$ cat src/rtl/fetch_pkg.sv
`default_nettype none
//------------------------------------------------------------------------------
// Module  : fetch_pkg
// Brief   : Shared types and constants for the instruction fetch controller.
// Rev     : 1.0
//------------------------------------------------------------------------------
package fetch_pkg;

  localparam int FETCH_ADDR_W  = 8;
  localparam int FETCH_INSTR_W = 16;
  localparam int PC_STEP       = 4;

  localparam logic [FETCH_INSTR_W-1:0] DEFAULT_HALT_WORD = 16'hFFFF;

  typedef enum logic [1:0] {
    IDLE   = 2'd0,
    FETCH  = 2'd1,
    DRAIN  = 2'd2,
    HALTED = 2'd3
  } fetch_state_t;

  typedef struct packed {
    logic [FETCH_INSTR_W-1:0] instr;
    logic [FETCH_ADDR_W-1:0]  pc;
  } fetch_entry_t;

endpackage
`default_nettype wire

$ cat src/rtl/fetch_fifo.sv
`default_nettype none
//------------------------------------------------------------------------------
// Module  : fetch_fifo
// Brief   : Two-entry FIFO of {instr, pc}; flush overrides push/pop.
// Rev     : 1.0
//------------------------------------------------------------------------------
module fetch_fifo
  import fetch_pkg::*;
(
  input  logic         clk,
  input  logic         rst_n,
  input  logic         push,
  input  logic         pop,
  input  logic         flush,
  input  fetch_entry_t din,
  output logic         full,
  output logic         empty,
  output fetch_entry_t head
);

  fetch_entry_t r_mem [2];
  logic         r_wr_ptr;
  logic         r_rd_ptr;
  logic [1:0]   r_count;

  always_ff @(posedge clk or negedge rst_n) begin
    if (!rst_n) begin
      r_mem[0] <= '0;
      r_mem[1] <= '0;
      r_wr_ptr <= 1'b0;
      r_rd_ptr <= 1'b0;
      r_count  <= 2'd0;
    end else if (flush) begin
      r_wr_ptr <= 1'b0;
      r_rd_ptr <= 1'b0;
      r_count  <= 2'd0;
    end else begin
      if (push) begin
        r_mem[r_wr_ptr] <= din;
        r_wr_ptr        <= ~r_wr_ptr;
      end
      if (pop) begin
        r_rd_ptr <= ~r_rd_ptr;
      end
      // push+pop together leaves the occupancy unchanged
      case ({push, pop})
        2'b10:   r_count <= r_count + 2'd1;
        2'b01:   r_count <= r_count - 2'd1;
        default: r_count <= r_count;
      endcase
    end
  end

  assign full  = (r_count == 2'd2);
  assign empty = (r_count == 2'd0);
  assign head  = r_mem[r_rd_ptr];

endmodule
`default_nettype wire

$ cat src/rtl/fetch_controller.sv
`default_nettype none
//------------------------------------------------------------------------------
// Module  : fetch_controller
// Brief   : PC sequencer feeding decode from a combinational ROM via a 2-deep buffer.
// Rev     : 1.0
//------------------------------------------------------------------------------
module fetch_controller
  import fetch_pkg::*;
#(
  parameter int                 ADDR_W    = FETCH_ADDR_W,
  parameter int                 INSTR_W   = FETCH_INSTR_W,
  parameter logic [ADDR_W-1:0]  RESET_PC  = 8'h00,
  parameter logic [INSTR_W-1:0] HALT_WORD = DEFAULT_HALT_WORD
) (
  input  logic               clk,
  input  logic               rst_n,
  input  logic               start,
  output logic [ADDR_W-1:0]  imem_addr,
  input  logic [INSTR_W-1:0] imem_rdata,
  input  logic               redirect_valid,
  input  logic [ADDR_W-1:0]  redirect_pc,
  output logic               instr_valid,
  input  logic               instr_ready,
  output logic [INSTR_W-1:0] instr,
  output logic [ADDR_W-1:0]  instr_pc,
  output logic               halted
);

  fetch_state_t      r_state;
  logic [ADDR_W-1:0] r_pc;
  logic              r_halted;

  logic              w_full;
  logic              w_empty;
  logic              w_pop;
  logic              w_push;
  logic              w_redirect;
  logic              w_flush;
  logic [ADDR_W-1:0] w_redir_pc;
  fetch_entry_t      w_din;
  fetch_entry_t      w_head;

  assign w_pop      = !w_empty && instr_ready;
  assign w_redirect = redirect_valid && ((r_state == FETCH) || (r_state == DRAIN));
  assign w_flush    = w_redirect || (start && (r_state == HALTED));
  assign w_redir_pc = redirect_pc & ~ADDR_W'(3);
  // a full buffer can still take a word when decode drains one this cycle
  assign w_push     = (r_state == FETCH) && (!w_full || w_pop) && !w_redirect;
  assign w_din      = '{instr: imem_rdata, pc: r_pc};

  fetch_fifo u_fifo (
    .clk   (clk),
    .rst_n (rst_n),
    .push  (w_push),
    .pop   (w_pop && !w_redirect),
    .flush (w_flush),
    .din   (w_din),
    .full  (w_full),
    .empty (w_empty),
    .head  (w_head)
  );

  always_ff @(posedge clk or negedge rst_n) begin
    if (!rst_n) begin
      r_state  <= IDLE;
      r_pc     <= RESET_PC;
      r_halted <= 1'b0;
    end else if (w_redirect) begin
      r_state <= FETCH;
      r_pc    <= w_redir_pc;
    end else begin
      case (r_state)
        IDLE: begin
          if (start) begin
            r_state <= FETCH;
            r_pc    <= RESET_PC;
          end
        end
        FETCH: begin
          if (w_push) begin
            if (imem_rdata == HALT_WORD) begin
              r_state <= DRAIN;
            end else begin
              r_pc <= r_pc + ADDR_W'(PC_STEP);
            end
          end
        end
        DRAIN: begin
          // popping while not full means the last entry is leaving
          if (w_pop && !w_full) begin
            r_state  <= HALTED;
            r_halted <= 1'b1;
          end
        end
        HALTED: begin
          if (start) begin
            r_state  <= FETCH;
            r_pc     <= RESET_PC;
            r_halted <= 1'b0;
          end
        end
        default: r_state <= IDLE;
      endcase
    end
  end

  assign imem_addr   = r_pc;
  assign instr_valid = !w_empty;
  assign instr       = w_head.instr;
  assign instr_pc    = w_head.pc;
  assign halted      = r_halted;

endmodule
`default_nettype wire

$ cat config.mk
export PLATFORM = sky130hd
export DESIGN_NAME = fetch_controller
export DESIGN_NICKNAME = d
export VERILOG_FILES = /design/src/rtl/fetch_pkg.sv /design/src/rtl/fetch_fifo.sv /design/src/rtl/fetch_controller.sv
export SDC_FILE = /design/constraint.sdc
export NUM_CORES = 1
export LEC_CHECK = 0
export BUFFER_PORTS_ARGS = -buffer_cell sky130_fd_sc_hd__clkbuf_2
export CAP_MARGIN = 20
export CORE_ASPECT_RATIO = 1.25
export CORE_MARGIN = 5
export CORE_UTILIZATION = 28
export DETAILED_ROUTE_END_ITERATION = 7
export PLACE_DENSITY = 0.52
export SYNTH_ARGS = -nofsm -noshare
export SYNTH_HDL_FRONTEND = slang
export SYNTH_SLANG_ARGS = --single-unit
$ cat constraint.sdc
create_clock -name clk -period 2.55 [get_ports clk]
set_input_delay 0 -clock clk [delete_from_list [all_inputs] [get_ports clk]]
set_output_delay 0 -clock clk [all_outputs]
set_load 0.01 [all_outputs]
After elaboration in Yosys (flattened, before gate mapping)
Index checks and enable logic that the tools add are counted.
{"block": "totals", "ff_bits": 63}
{"block": "classes", "add_sub_neg": 3, "magnitude_cmp": 3, "eq_ne": 14, "mux": 26, "bitwise_logic": 6, "n_reduce_logical": 26}
{"operator": "$mux 24", "count": 4}
{"operator": "$bwmux 48", "count": 1}
{"operator": "$mux 8", "count": 4}
{"operator": "$demux 24 s1", "count": 1}
{"operator": "$eq 16x16->1 const B", "count": 1}
{"operator": "$pmux 8 s2", "count": 1}
{"operator": "$mux 2", "count": 6}
{"operator": "$reduce_and 4->1", "count": 3}
{"operator": "$ne 3x2->1 const B", "count": 3}
{"operator": "$add 8x3->8 const B", "count": 1}
{"operator": "$eq 2x2->1 const B", "count": 4}
{"operator": "$logic_and 1x1->1", "count": 8}
{"operator": "$mux 1", "count": 6}
{"operator": "$pmux 2 s3", "count": 1}
{"operator": "$reduce_bool 2->1", "count": 3}
{"operator": "$reduce_bool 3->1", "count": 2}
{"operator": "$eq 2x1->1 const B", "count": 2}
{"operator": "$ge 2x2->1 const B", "count": 2}
{"operator": "$logic_not 2->1", "count": 2}
{"operator": "$not 1->1", "count": 4}
{"operator": "$not 1->2", "count": 2}
{"operator": "$pmux 2 s2", "count": 1}
{"operator": "$logic_not 1->1", "count": 3}
{"operator": "$logic_or 1x1->1", "count": 3}
{"operator": "other kinds (10)", "count": 10}

Longest topological paths before layout
Gate-level depths: netlist of run 1.
{"block": "logic_depth", "ltp_word": 9, "ltp_mapped": 8, "mapped_depth_nobuf": 8}

By module
A second synthesis of run 1 with hierarchy kept.
{"block": "hier_totals", "hier_cells": 238, "area_unflattened_um2": 3090.5}
{"module": "fetch_fifo", "n_inst": 1, "cells_per_inst": 148, "area_each_um2": 2303.5}
{"module": "fetch_controller", "n_inst": 1, "cells_per_inst": 90, "area_each_um2": 787.0}

Least setup slack after synthesis of run 1
No wires, ideal clock.
{"block": "synth_timing", "path_type": "reg-to-reg", "from": "register r_state[0]", "to": "register u_fifo.r_count[1]", "setup_ps": 77, "t_arrival_ps": 1863, "path_slack_ps": 609, "path_stages_with_launch": 8, "path_buffers": 0, "period_less_slack_ps": 1941, "cell_sequence": "dfrtp_1 > inv_1 > ha_1 > and2b_4 > nor2_1 > ha_1 > or3_1 > a21oi_1"}
{"block": "synth_between", "elab_chain_len": 8, "elab_cells_between_ends": 16, "classes_between": "5 x eq/ne; 2 x mux; 9 x reduce/logical"}
{"element": "start, declared", "line": "fetch_controller.sv:29", "rtl": "fetch_state_t r_state;"}
{"element": "start signal, assigned", "line": "fetch_controller.sv:65", "rtl": "r_state <= IDLE;"}
{"element": "start signal, assigned", "line": "fetch_controller.sv:69", "rtl": "r_state <= FETCH;"}
{"element": "start signal, assigned", "line": "fetch_controller.sv:75", "rtl": "r_state <= FETCH;"}
{"element": "$eq 2x1->1 or $eq 2x2->1 (tied branches)", "line": "fetch_controller.sv:44, fetch_controller.sv:48"}
{"element": "$logic_or 1x1->1", "line": "fetch_controller.sv:44", "rtl": "assign w_redirect = redirect_valid && ((r_state == FETCH) || (r_state == DRAIN));"}
{"element": "$logic_and 1x1->1", "line": "fetch_controller.sv:44"}
{"element": "$logic_not 1->1", "line": "fetch_controller.sv:48, fetch_controller.sv:55"}
{"element": "$logic_and 1x1->1 (on tied branches)", "line": "fetch_controller.sv:55, fetch_controller.sv:48"}
{"element": "$eq 2x1->1 or $eq 2x2->1 (tied branches)", "line": "fetch_fifo.sv:46", "rtl": "case ({push, pop})"}
{"element": "$pmux 2 s2", "line": "fetch_fifo.sv:46"}
{"element": "$mux 2", "line": "fetch_fifo.sv:33", "rtl": "end else if (flush) begin"}
{"element": "end signal, assigned", "line": "fetch_fifo.sv:47", "rtl": "2'b10: r_count <= r_count + 2'd1;"}
{"element": "end signal, assigned", "line": "fetch_fifo.sv:48", "rtl": "2'b01: r_count <= r_count - 2'd1;"}
{"element": "end signal, assigned", "line": "fetch_fifo.sv:49", "rtl": "default: r_count <= r_count;"}
{"element": "end, declared", "line": "fetch_fifo.sv:24", "rtl": "logic [1:0] r_count;"}
Parallel ways exist; a longest one is shown, timed or not.
A chain may end at the register's enable or synchronous reset.

Final worst setup path of run 1
{"block": "layout_timing", "from": "register r_state[0]", "to": "register r_pc[3], in the netlist imem_addr[3]"}
{"block": "layout_between", "elab_chain_len": 7, "elab_cells_between_ends": 17, "classes_between": "6 x eq/ne; 2 x mux; 9 x reduce/logical"}
{"element": "$eq 2x1->1 or $eq 2x2->1 (tied branches)", "line": "fetch_controller.sv:44, fetch_controller.sv:48, fetch_controller.sv:72"}
{"element": "$logic_or 1x1->1", "line": "fetch_controller.sv:44"}
{"element": "$logic_and 1x1->1", "line": "fetch_controller.sv:44"}
{"element": "$logic_not 1->1", "line": "fetch_controller.sv:48", "rtl": "assign w_push = (r_state == FETCH) && (!w_full || w_pop) && !w_redirect;"}
{"element": "$logic_and 1x1->1", "line": "fetch_controller.sv:48"}
{"element": "$ne 3x2->1 (no line)"}
{"element": "$reduce_and 4->1 (no line)"}
{"element": "end signal, assigned", "line": "fetch_controller.sv:70", "rtl": "r_pc <= w_redir_pc;"}
{"element": "end signal, assigned", "line": "fetch_controller.sv:84", "rtl": "r_pc <= r_pc + ADDR_W'(PC_STEP);"}
{"element": "end, declared", "line": "fetch_controller.sv:30", "rtl": "logic [ADDR_W-1:0] r_pc;"}
Parallel ways exist; a longest one is shown, timed or not.

==> results of run 1 <==
-- cell type report --
cell class	instances	area (um2)
repair buffers	79	508
clock inverters	5	32.5
flip-flops and latches	57	1430
fillers	997	6330
clock buffers	10	239
well taps	129	161
inverters	6	22.5
multi-input cells	156	1380
-- worst max-delay path by stage --
stage | cells after the start | to | slack [ns] | startpoint
floorplan | 7 | u_fifo.r_count[1]$_DFFE_PN0P_ | 0.61 | r_state[0]$_DFFE_PN0P_
global route | 6 | imem_addr[3]$_DFFE_PN0P_ | 0.23 | r_state[0]$_DFFE_PN0P_
detailed placement | 6 | imem_addr[3]$_DFFE_PN0P_ | 0.42 | r_state[0]$_DFFE_PN0P_
CTS | 6 | imem_addr[3]$_DFFE_PN0P_ | 0.41 | r_state[0]$_DFFE_PN0P_
global placement | 6 | imem_addr[3]$_DFFE_PN0P_ | 0.42 | r_state[0]$_DFFE_PN0P_
finish | 6 | imem_addr[3]$_DFFE_PN0P_ | 0.38 | r_state[0]$_DFFE_PN0P_
-- sequential cells by signal (all words and copies together), names as in the netlist --
name	flops
u_fifo.r_rd_ptr	1
u_fifo.r_wr_ptr	1
imem_addr	6
r_state	2
u_fifo.r_count	2
u_fifo.r_mem	44
halted	1
-- power groups by stage --
stage                     clock [uW]  combinational (uW)  sequential, uW
after global placement             0                1830            1630
after floorplan                    0                1300            1540
after global routing            1150                2020            1700
after detailed placement           0                1840            1660
after CTS                       1110                1870            1640
final                           1070                1830            1640
-- worst min-delay path: stages --
cell	delay [ns]
clkbuf_2	0.07
nand2_1	0.05
o41ai_1	0.06
a22o_1	0.12
-- stage by stage --
step	power [uW]	instances	util, %	area [um2]	hold WS [ns]
2_1_floorplan	2850	231	-	2910	-0.296
3_3_place_gp	3450	410	33.0	3330	-0.0346
3_5_place_dp	3500	410	33.0	3330	-0.0301
4_1_cts	4620	442	37.3	3770	0.0122
5_1_grt	4870	442	37.3	3770	0.0346
6_report	4540	442	37.3	3770	0.0182
-- kinds of logic after synthesis --
kind of cell               count (synthesis)
adders and majority gates                  5
and+or+nand+nor                           43
other                                      1
buffers and inverters                     18
DFF                                       57
xor gates and xnor gates                   4
muxes                                     68
AOI/OAI and AO/OA                         32
-- per-layer routing --
layer  track usage (%)  vias to the layer above  share of wire (%)
met5                 0                        -                  0
met4              3.91                        0                1.1
met3              3.70                        6                5.6
met2              19.1                       58                 49
met1              14.4                     1014                 45
li1                  -                      997                  -
-- cells in the final DEF (no fill, tap or decap), drive strengths merged, types with 3 or more instances in the layout --
cell,n
mux2,67
clkbuf,66
dfrtp,57
dlygate4sd3,17
nand2,13
nor2,9
o211ai,9
inv,6
buf,6
ha,5
nand4,5
o21ai,4
nand3,4
conb,4
clkinvlp,3
-- timing repair --
action | CTS | global route
gates resized for setup | 0 | 0
hold buffers | 17 | 0
hold endpoints to repair | 47 | 0
==> results_dict.tcl, run 1 <==
set metrics [dict create \
    first_global_vias 2228 \
    io_buffer_count 56 \
    core-area_um2 10100 \
    synth_top_area_share_pct 49.2 \
    fin_skew_ns 0.00619 \
    cts_max_path_buffers 2 \
    r2r_start "r_state[0]$_DFFE_PN0P_" \
    root_buffer "clkbuf_16" \
    end_kind "flip-flop" \
    grt_pass1_wl_um 11200 \
    synth_area_leaders "dfrtp_1 (49%), mux2_2 (23%), mux2_1 (3.1%)" \
    seqPwrFrac_pct 36.1 \
    route.detailed.drc 0 \
    drtIter0Drc 43 \
    synth.largest_area_cell "dfrtp_1" \
    ys_ff_latch 57 \
    dp_slack_ns 0.416 \
    crit_required_ns 2.75 \
    drive_above_1_share_pct 47.0 \
    pwr_density_cell_nw_per_um2 1200 \
    r2r_end "imem_addr[3]$_DFFE_PN0P_" \
    dr.pass1.iters 4 \
    layout_setup_ws_ns 0.383 \
    htreeDepth 3 \
    clk_latency_ns 0.32 \
    switching_share_pct 33.5 \
    p_int_uw 3020 \
    dp.final_hpwl_um 4900 \
    synth_top_family_by_area "multiplexers" \
    drt-total-wl_um 6830 \
    gp_congestion 0.763 \
    die_area_um2 12500 \
    worstMarginPinSlew_ns 0.622 \
    max_freq_ghz 0.462 \
    via_per_inst 4.69 \
    antenna_found_initial 0 \
    synth_compound_area_share_pct 8.68 \
    postCtsSetupBuffers 0 \
    diodes 0 \
    cp-start-kind "flip-flop" \
    worst_ep_arrival_time_ns 2.36 \
    synth_xor_area_share_pct 1.21 \
    path_buf_inv 1 \
    start_util_pct 28.7 \
    slew_headroom_pct 58.2 \
    combPwrFrac_pct 40.4 \
    cts_sinks 57 \
    reg2reg_depth 6 \
    synthCells 228 \
    hold_depth 4 \
    syn-cell-area_um2 2900 \
    hold_violations 0 \
    p_leak_uw 0.00168 \
    crit_family "compound AO/OA/AOI/OAI gates" \
    yosys.area_share.simple_pct 8.76 \
    fin_crit_sh_pct 85.0 \
    postRouteAntennaNets 0 \
    worstSetupPathType "reg -> reg" \
    num-nets-final 343 \
    via_count 2075 \
    ys_warn_count 0 \
    die_height_um 124 \
    synth_common_cells "mux2_2 (59), dfrtp_1 (57), nand2_1 (12)" \
    grt_overflow 0 \
    ir_drop_uv 304 \
    io_pins 63 \
    numCtsBuffers 9 \
    p_clk_share_pct 23.5 \
    clkTransAtPathRegs_ns 0.05 \
    routedWlPerCell_um 15.5 \
    die_w_um 101 \
    cp_cell_sequence "inv_1, ha_1, and2b_4, a31oi_1, o21a_4, mux2_1" \
    synth_edf_count 0 \
    synth_cell_type_count 47 \
    yosysSeqAreaShare_pct 49.2 \
    crit_fanout 7 \
    synth.avg_cell_area_um2 12.7 \
    synth_ff_type "dfrtp_1" \
    crit_slowest_cell "ha_1" \
    synth_fa_ha_area_share_pct 2.16 \
    drv_slew 0 \
    rows 41 \
    synth_mux_area_share_pct 26.4 \
    yosysMostFrequentCell "mux2_2" \
    tns_ns 0 \
    holdPathEnd "imem_addr[2]$_DFFE_PN0P_" \
    area_growth_pct 30.1 \
    async_flop_share_pct 100 \
    maxCapViolCount 0 \
    status "finished, final reports clean" \
    tritoncts "yes" \
    grt_start_max_net_pins 25 \
    grt_use_total_pct 11.6 \
    r2r_setup_slack_ns 0.38 \
    rsz0062_at_grt "false" \
    hp-class "in -> reg" \
    setup_viol 0 \
    min_from "redirect_pc[2]" \
    cpPeakStageDelay_ns 0.40 \
    p_switching_uw 1520 \
    fin_crit_ns 2.17 \
]
Power figures use the tool's default switching activity.
==> inputs of run 2 (changes only) <==
--- a/config.mk
+++ b/config.mk
@@ -11,7 +11,7 @@
 export CORE_MARGIN = 5
 export CORE_UTILIZATION = 28
 export DETAILED_ROUTE_END_ITERATION = 7
-export PLACE_DENSITY = 0.52
+export PLACE_DENSITY = 0.53
 export SYNTH_ARGS = -nofsm -noshare
 export SYNTH_HDL_FRONTEND = slang
 export SYNTH_SLANG_ARGS = --single-unit
==> constraint.sdc (replaced) <==
create_clock -name clk -period 1.8 [get_ports clk]
set_input_delay 0 -clock clk [delete_from_list [all_inputs] [get_ports clk]]
set_output_delay 0 -clock clk [all_outputs]
set_load 0.01 [all_outputs]
==> run 2 against run 1 <==
The flow now finishes with violations (setup timing). Count of clock-buffer cells in the layout up 2. First-iteration DRC count rose to 3.1 times the previous value. Clock skew is 0.00080 ns higher. Sequential cell count did not move. Final cell count grew 6.6%.
==> results_dict.tcl, run 2 (synthesis gave the netlist of run 1 again) <==
set metrics [dict create \
    largest_register "u_fifo.r_mem" \
    placed_area_um2 3500 \
    dp.final_hpwl_um 4830 \
    tns_ns -1.33 \
    die_w_um 101 \
    end_kind "flip-flop" \
    grt_use_total_pct 11.9 \
    num-nets-final 372 \
    status "finished with violations" \
    first_global_vias 2258 \
    worst_ep_arrival_time_ns 2.08 \
    crit_slowest_cell "dfrtp_2" \
    root_buffer "clkbuf_16" \
    p_leak_uw 0.00196 \
    ir_drop_uv 552 \
    largest_reg_flops 44 \
    grt_pass1_wl_um 11400 \
    die_area_um2 12500 \
    dr.pass1.iters 4 \
    reg2reg_depth 7 \
    cpPeakStageDelay_ns 0.44 \
    gp_congestion 0.782 \
    layout_setup_ws_ns -0.0790 \
    start_util_pct 28.7 \
    violations "setup timing" \
    via_per_inst 4.77 \
    timing.hold.ws_ns 0.0176 \
    setup_viol 22 \
    numCtsBuffers 9 \
    routedWlPerCell_um 16.4 \
    drt-total-wl_um 7740 \
    clk_latency_ns 0.32 \
    diodes 0 \
    rsz0062_at_grt "true" \
    dp_slack_ns -0.0636 \
    tritoncts "yes" \
    hold_depth 4 \
    drtIter0Drc 135 \
    drive_above_1_share_pct 56.1 \
    path_buf_inv 2 \
    crit_fanout 5 \
    power.total_uw 7280 \
    final_cell_mix "dfrtp_1 (56), clkbuf_2 (56), mux2_2 (42), buf_4 (25), mux2_4 (23)" \
    worstSetupPathType "reg -> reg" \
    rows 41 \
    io_buffer_count 56 \
    stdcell_area_um2 4290 \
    hold_violations 0 \
    crit_cells 7 \
    cp_cell_sequence "ha_4, nand2b_4, nand2_4, nor3b_4, buf_6, clkbuf_16, mux2_4" \
    fin_crit_ns 1.88 \
    cts_max_path_buffers 2 \
    maxCapViolCount 0 \
    pwr_density_cell_nw_per_um2 1700 \
    via_count 2245 \
    route.detailed.drc 0 \
    area_growth_pct 48.0 \
    clkTransAtPathRegs_ns 0.05 \
    die_height_um 124 \
    htreeDepth 3 \
    cp-start-kind "flip-flop" \
    crit_family "flip-flops" \
    max_freq_ghz 0.532 \
    grt_overflow 0 \
    io_pins 63 \
    cts_sinks 57 \
    fin_skew_ns 0.00699 \
    worstMarginPinSlew_ns 0.739 \
    n_fill_cell 952 \
    hp-class "in -> reg" \
    slew_headroom_pct 50.7 \
    drv_slew 0 \
    grt_start_max_net_pins 58 \
    core-area_um2 10100 \
    antenna_found_initial 0 \
    crit_required_ns 2.00 \
    postRouteAntennaNets 0 \
    fin_crit_sh_pct 104 \
]
[run 2: metal layers]
metal | vias up | global-route usage [%] | part of all wire, %
met5 | - | 0 | 0
met4 | 0 | 4.82 | 1.3
met3 | 7 | 3.98 | 6.0
met2 | 56 | 18.5 | 50
met1 | 1127 | 15.1 | 43
li1 | 1055 | - | -
[run 2: cell type report]
type                       count  area, um2  area share [%]
clock inverter                 3       17.5           0.408
clock buffer                  12        246            5.75
timing repair buffer         108        848            19.8
inverter                       6       22.5           0.525
multi-input combinational    156       1570            36.5
tap                          129        161            3.76
sequential                    57       1430            33.3
[run 2: path summary, 6_finish.rpt]
| kind | to | slack, ns | from |
|---|---|---|---|
| max | u_fifo.r_mem[34]$_DFFE_PN0P_ | -0.08 | r_state[1]$_DFFE_PN0P_ |
| min | imem_addr[2]$_DFFE_PN0P_ | 0.02 | redirect_pc[2] |
| max reg2reg | u_fifo.r_mem[34]$_DFFE_PN0P_ | -0.08 | r_state[1]$_DFFE_PN0P_ |
| min reg2reg | u_fifo.r_mem[2]$_DFFE_PN0P_ | 0.50 | u_fifo.r_mem[2]$_DFFE_PN0P_ |
| max in group asynchronous | r_state[1]$_DFFE_PN0P_ | 0.93 | rst_n |
| min in group asynchronous | u_fifo.r_mem[10]$_DFFE_PN0P_ | 0.37 | rst_n |
[run 2: repair_timing]
item,4_1_cts,5_1_grt
gates resized for setup,8,34
hold endpoints to repair,89,0
hold buffers,17,0
cloned,1,5
endpoints found under the setup margin,24,51
pin swaps,1,8
buffers inserted,4,3
[run 2: per-stage QoR]
stage          util, %  instances
6_report          42.5        471
3_5_place_dp      34.6        426
3_3_place_gp      34.6        426
2_1_floorplan        -        231
5_1_grt           42.5        471
4_1_cts           39.9        463
[run 2: worst register-to-register path: stages (launching register included)]
cell and delay, ns:
dfrtp_2 0.44, ha_4 0.29, nand2b_4 0.14, nand2_4 0.06, nor3b_4 0.19, buf_6 0.17, clkbuf_16 0.17, mux2_4 0.29
[run 2: report_power, final]
group          switching, uW  internal [uW]
Combinational           1410           2060
Clock                    548            954
Sequential               427           1890
Total                   2380           4900
==> inputs of run 3 (changes only) <==
--- a/config.mk
+++ b/config.mk
@@ -12,6 +12,8 @@
 export CORE_UTILIZATION = 28
 export DETAILED_ROUTE_END_ITERATION = 7
 export PLACE_DENSITY = 0.53
+export SKIP_CTS_REPAIR_TIMING = 1
 export SYNTH_ARGS = -nofsm -noshare
 export SYNTH_HDL_FRONTEND = slang
+export SYNTH_HIERARCHICAL = 1
 export SYNTH_SLANG_ARGS = --single-unit
==> run 3 against run 2 <==
The run still ends with setup timing left. Clock skew shrank 0.0023 ns. Synthesized cell count grew 4.4%. Maximum frequency shrank 5.2%. Global-route usage shrank 0.20 points. Sequential cell count grew 4. Count of clock-buffer cells in the layout grew 1. Sequential power grew 3%. Power grew 12%. Critical path depth grew 2. Setup slack lost 0.10 ns. Critical path type unchanged.
==> results_dict.tcl, run 3 <==
set metrics [dict create \
    status "finished with violations" \
    violations "setup timing" \
    n_fill_cell 1072 \
    slew_headroom_pct 58.7 \
    worstMarginPinSlew_ns 0.619 \
    core-area_um2 11000 \
    worst_ep_arrival_time_ns 2.18 \
    ir_drop_uv 595 \
    multi_input_area_um2 1630 \
    ys_warn_count 6 \
    synth_compound_area_share_pct 6.19 \
    ys_ff_latch 61 \
    via_per_inst 4.61 \
    synth.largest_area_cell "dfrtp_1" \
    maxCapViolCount 0 \
    drtIter0Drc 46 \
    start_util_pct 28.2 \
    max_freq_ghz 0.505 \
    synth_fa_ha_area_share_pct 1.62 \
    dr.pass1.iters 4 \
    synth_cell_type_count 45 \
    worstSetupPathType "reg -> reg" \
    synth_xor_area_share_pct 1.98 \
    root_buffer "clkbuf_16" \
    synth_top_family_by_area "multiplexers" \
    setup_viol 50 \
    fin_cells 496 \
    rows 43 \
    yosysSeqAreaShare_pct 49.4 \
    fin_crit_sh_pct 110 \
    final_cell_mix "dfrtp_1 (61), clkbuf_2 (58), mux2_2 (48), mux2_4 (26), buf_4 (25)" \
    placed_cells 455 \
    synth.avg_cell_area_um2 13.0 \
    numCtsBuffers 9 \
    gp_congestion 0.828 \
    async_flop_share_pct 100 \
    drv_slew 0 \
    hold_violations 0 \
    clk_latency_ns 0.32 \
    synthCells 238 \
    synth_ff_type "dfrtp_1" \
    grt_pass1_wl_um 12300 \
    rsz0062_at_grt "true" \
    p_leak_uw 0.00215 \
    die_area_um2 13300 \
    fin_skew_ns 0.00464 \
    largest_register "u_fifo/r_mem" \
    final_core_util_pct 41.6 \
    hp-class "in -> reg" \
    end_kind "flip-flop" \
    via_count 2286 \
    postRouteAntennaNets 0 \
    crit_required_ns 2.00 \
    largest_reg_flops 48 \
    grt_use_total_pct 11.7 \
    pwr_density_cell_nw_per_um2 1790 \
    crit_fanout 6 \
    dp.final_hpwl_um 5460 \
    final_common_cell "dfrtp_1" \
    synth_mux_area_share_pct 28.5 \
    grt_start_max_net_pins 41 \
    synth_area_leaders "dfrtp_1 (49%), mux2_2 (26%), ha_1 (1.6%)" \
    die_w_um 104 \
    clkTransAtPathRegs_ns 0.05 \
    first_global_vias 2417 \
    fin_crit_ns 1.98 \
    area_growth_pct 47.7 \
    yosys.area_share.simple_pct 7.77 \
    layout_setup_ws_ns -0.182 \
    io_pins 63 \
    synth_edf_count 0 \
    cp-start-kind "flip-flop" \
    routedWlPerCell_um 15.7 \
    die_height_um 127 \
    htreeDepth 3 \
    dp_slack_ns -0.173 \
    timing.hold.ws_ns 0.0140 \
    cts_sinks 61 \
    drt-total-wl_um 7760 \
    seqCellArea_um2 1530 \
    grt_overflow 0 \
    cts_max_path_buffers 2 \
    diodes 0 \
    syn-cell-area_um2 3090 \
    yosysMostFrequentCell "mux2_2" \
    drive_above_1_share_pct 56.2 \
    num-nets-final 389 \
    io_buffer_count 58 \
    antenna_found_initial 0 \
    route.detailed.drc 0 \
    synth_common_cells "mux2_2 (70), dfrtp_1 (61), inv_1 (11)" \
    tritoncts "yes" \
    synth_top_area_share_pct 49.4 \
]
run 3: cell count changes after synthesis, moves of 3 or more:
cell      previous run  this run
mux2_2              59        70
mux2_1               8         2
nand2_1             12         6
o211ai_1             9         3
inv_1                6        11
dfrtp_1             57        61
mux2i_1              1         4
nor3_1               0         3
xnor2_1              2         5
run 3: per-layer routing:
layer	global-route usage, %	vias to the layer above	wire length, um
met4	4.12	0	117
li1	-	1086	-
met2	19.3	50	3840
met5	0	-	0
met3	4.14	11	377
met1	14.0	1139	3430
run 3: cell families (layout without fill, tap and decap cells):
kind of cell | after synthesis | in the layout
muxes | 78 | 78
DFF | 61 | 61
and+or+nand+nor | 38 | 38
AOI/OAI and AO/OA | 26 | 26
buffers and inverters | 23 | 141
xor gates and xnor gates | 7 | 7
adders and majority gates | 4 | 4
other | 1 | 6
run 3: final timing paths:
kind / start / cells after the start / to / slack (ns)
min in group asynchronous: rst_n / 2 / u_fifo/r_mem[17]$_DFFE_PN0P_ / 0.23
worst min-delay path: redirect_pc[6] / 5 / imem_addr[6]$_DFFE_PN0P_ / 0.01
worst max register to register: r_state[0]$_DFFE_PN0P_ / 9 / u_fifo/r_mem[25]$_DFFE_PN0P_ / -0.18
max in group asynchronous: rst_n / 3 / u_fifo/r_mem[4]$_DFFE_PN0P_ / 0.94
worst max-delay path: r_state[0]$_DFFE_PN0P_ / 9 / u_fifo/r_mem[25]$_DFFE_PN0P_ / -0.18
worst min register to register: u_fifo/r_mem[11]$_DFFE_PN0P_ / 1 / u_fifo/r_mem[11]$_DFFE_PN0P_ / 0.50
run 3: report_power, final:
part           switching (uW)  internal [uW]  leakage [uW]
Combinational            1570           2250       0.00123
Clock                     583           1360      0.000172
Sequential                384           2010      0.000747
Total                    2530           5620       0.00215
run 3: area by class of cell:
cell class                      count  share of cell area, %
Clock buffer                       13                   6.14
Inverter                           11                  0.904
Tap cell                          135                   3.70
Sequential cell                    61                   33.4
Timing Repair Buffer              114                   18.7
Clock inverter                      3                   1.43
Multi-Input combinational cell    159                   35.7
run 3: metrics by stage:
stage	total power, uW	area [um2]	TNS (ns)
after floorplan	4440	3130	-7.88
after global placement	5590	3760	-4.78
after detailed placement	5680	3760	-7.17
after CTS	7680	4110	-7.85
after global routing	8730	4570	-11.37
final	8150	4570	-7.12
run 3: critical path, cell delays in order (launching register included):
cell,delay (ns)
dfrtp_1,0.40
inv_2,0.06
ha_4,0.26
nand2b_4,0.13
nand2_4,0.06
a21oi_4,0.12
nor3b_4,0.24
buf_6,0.16
buf_8,0.13
mux2_4,0.30
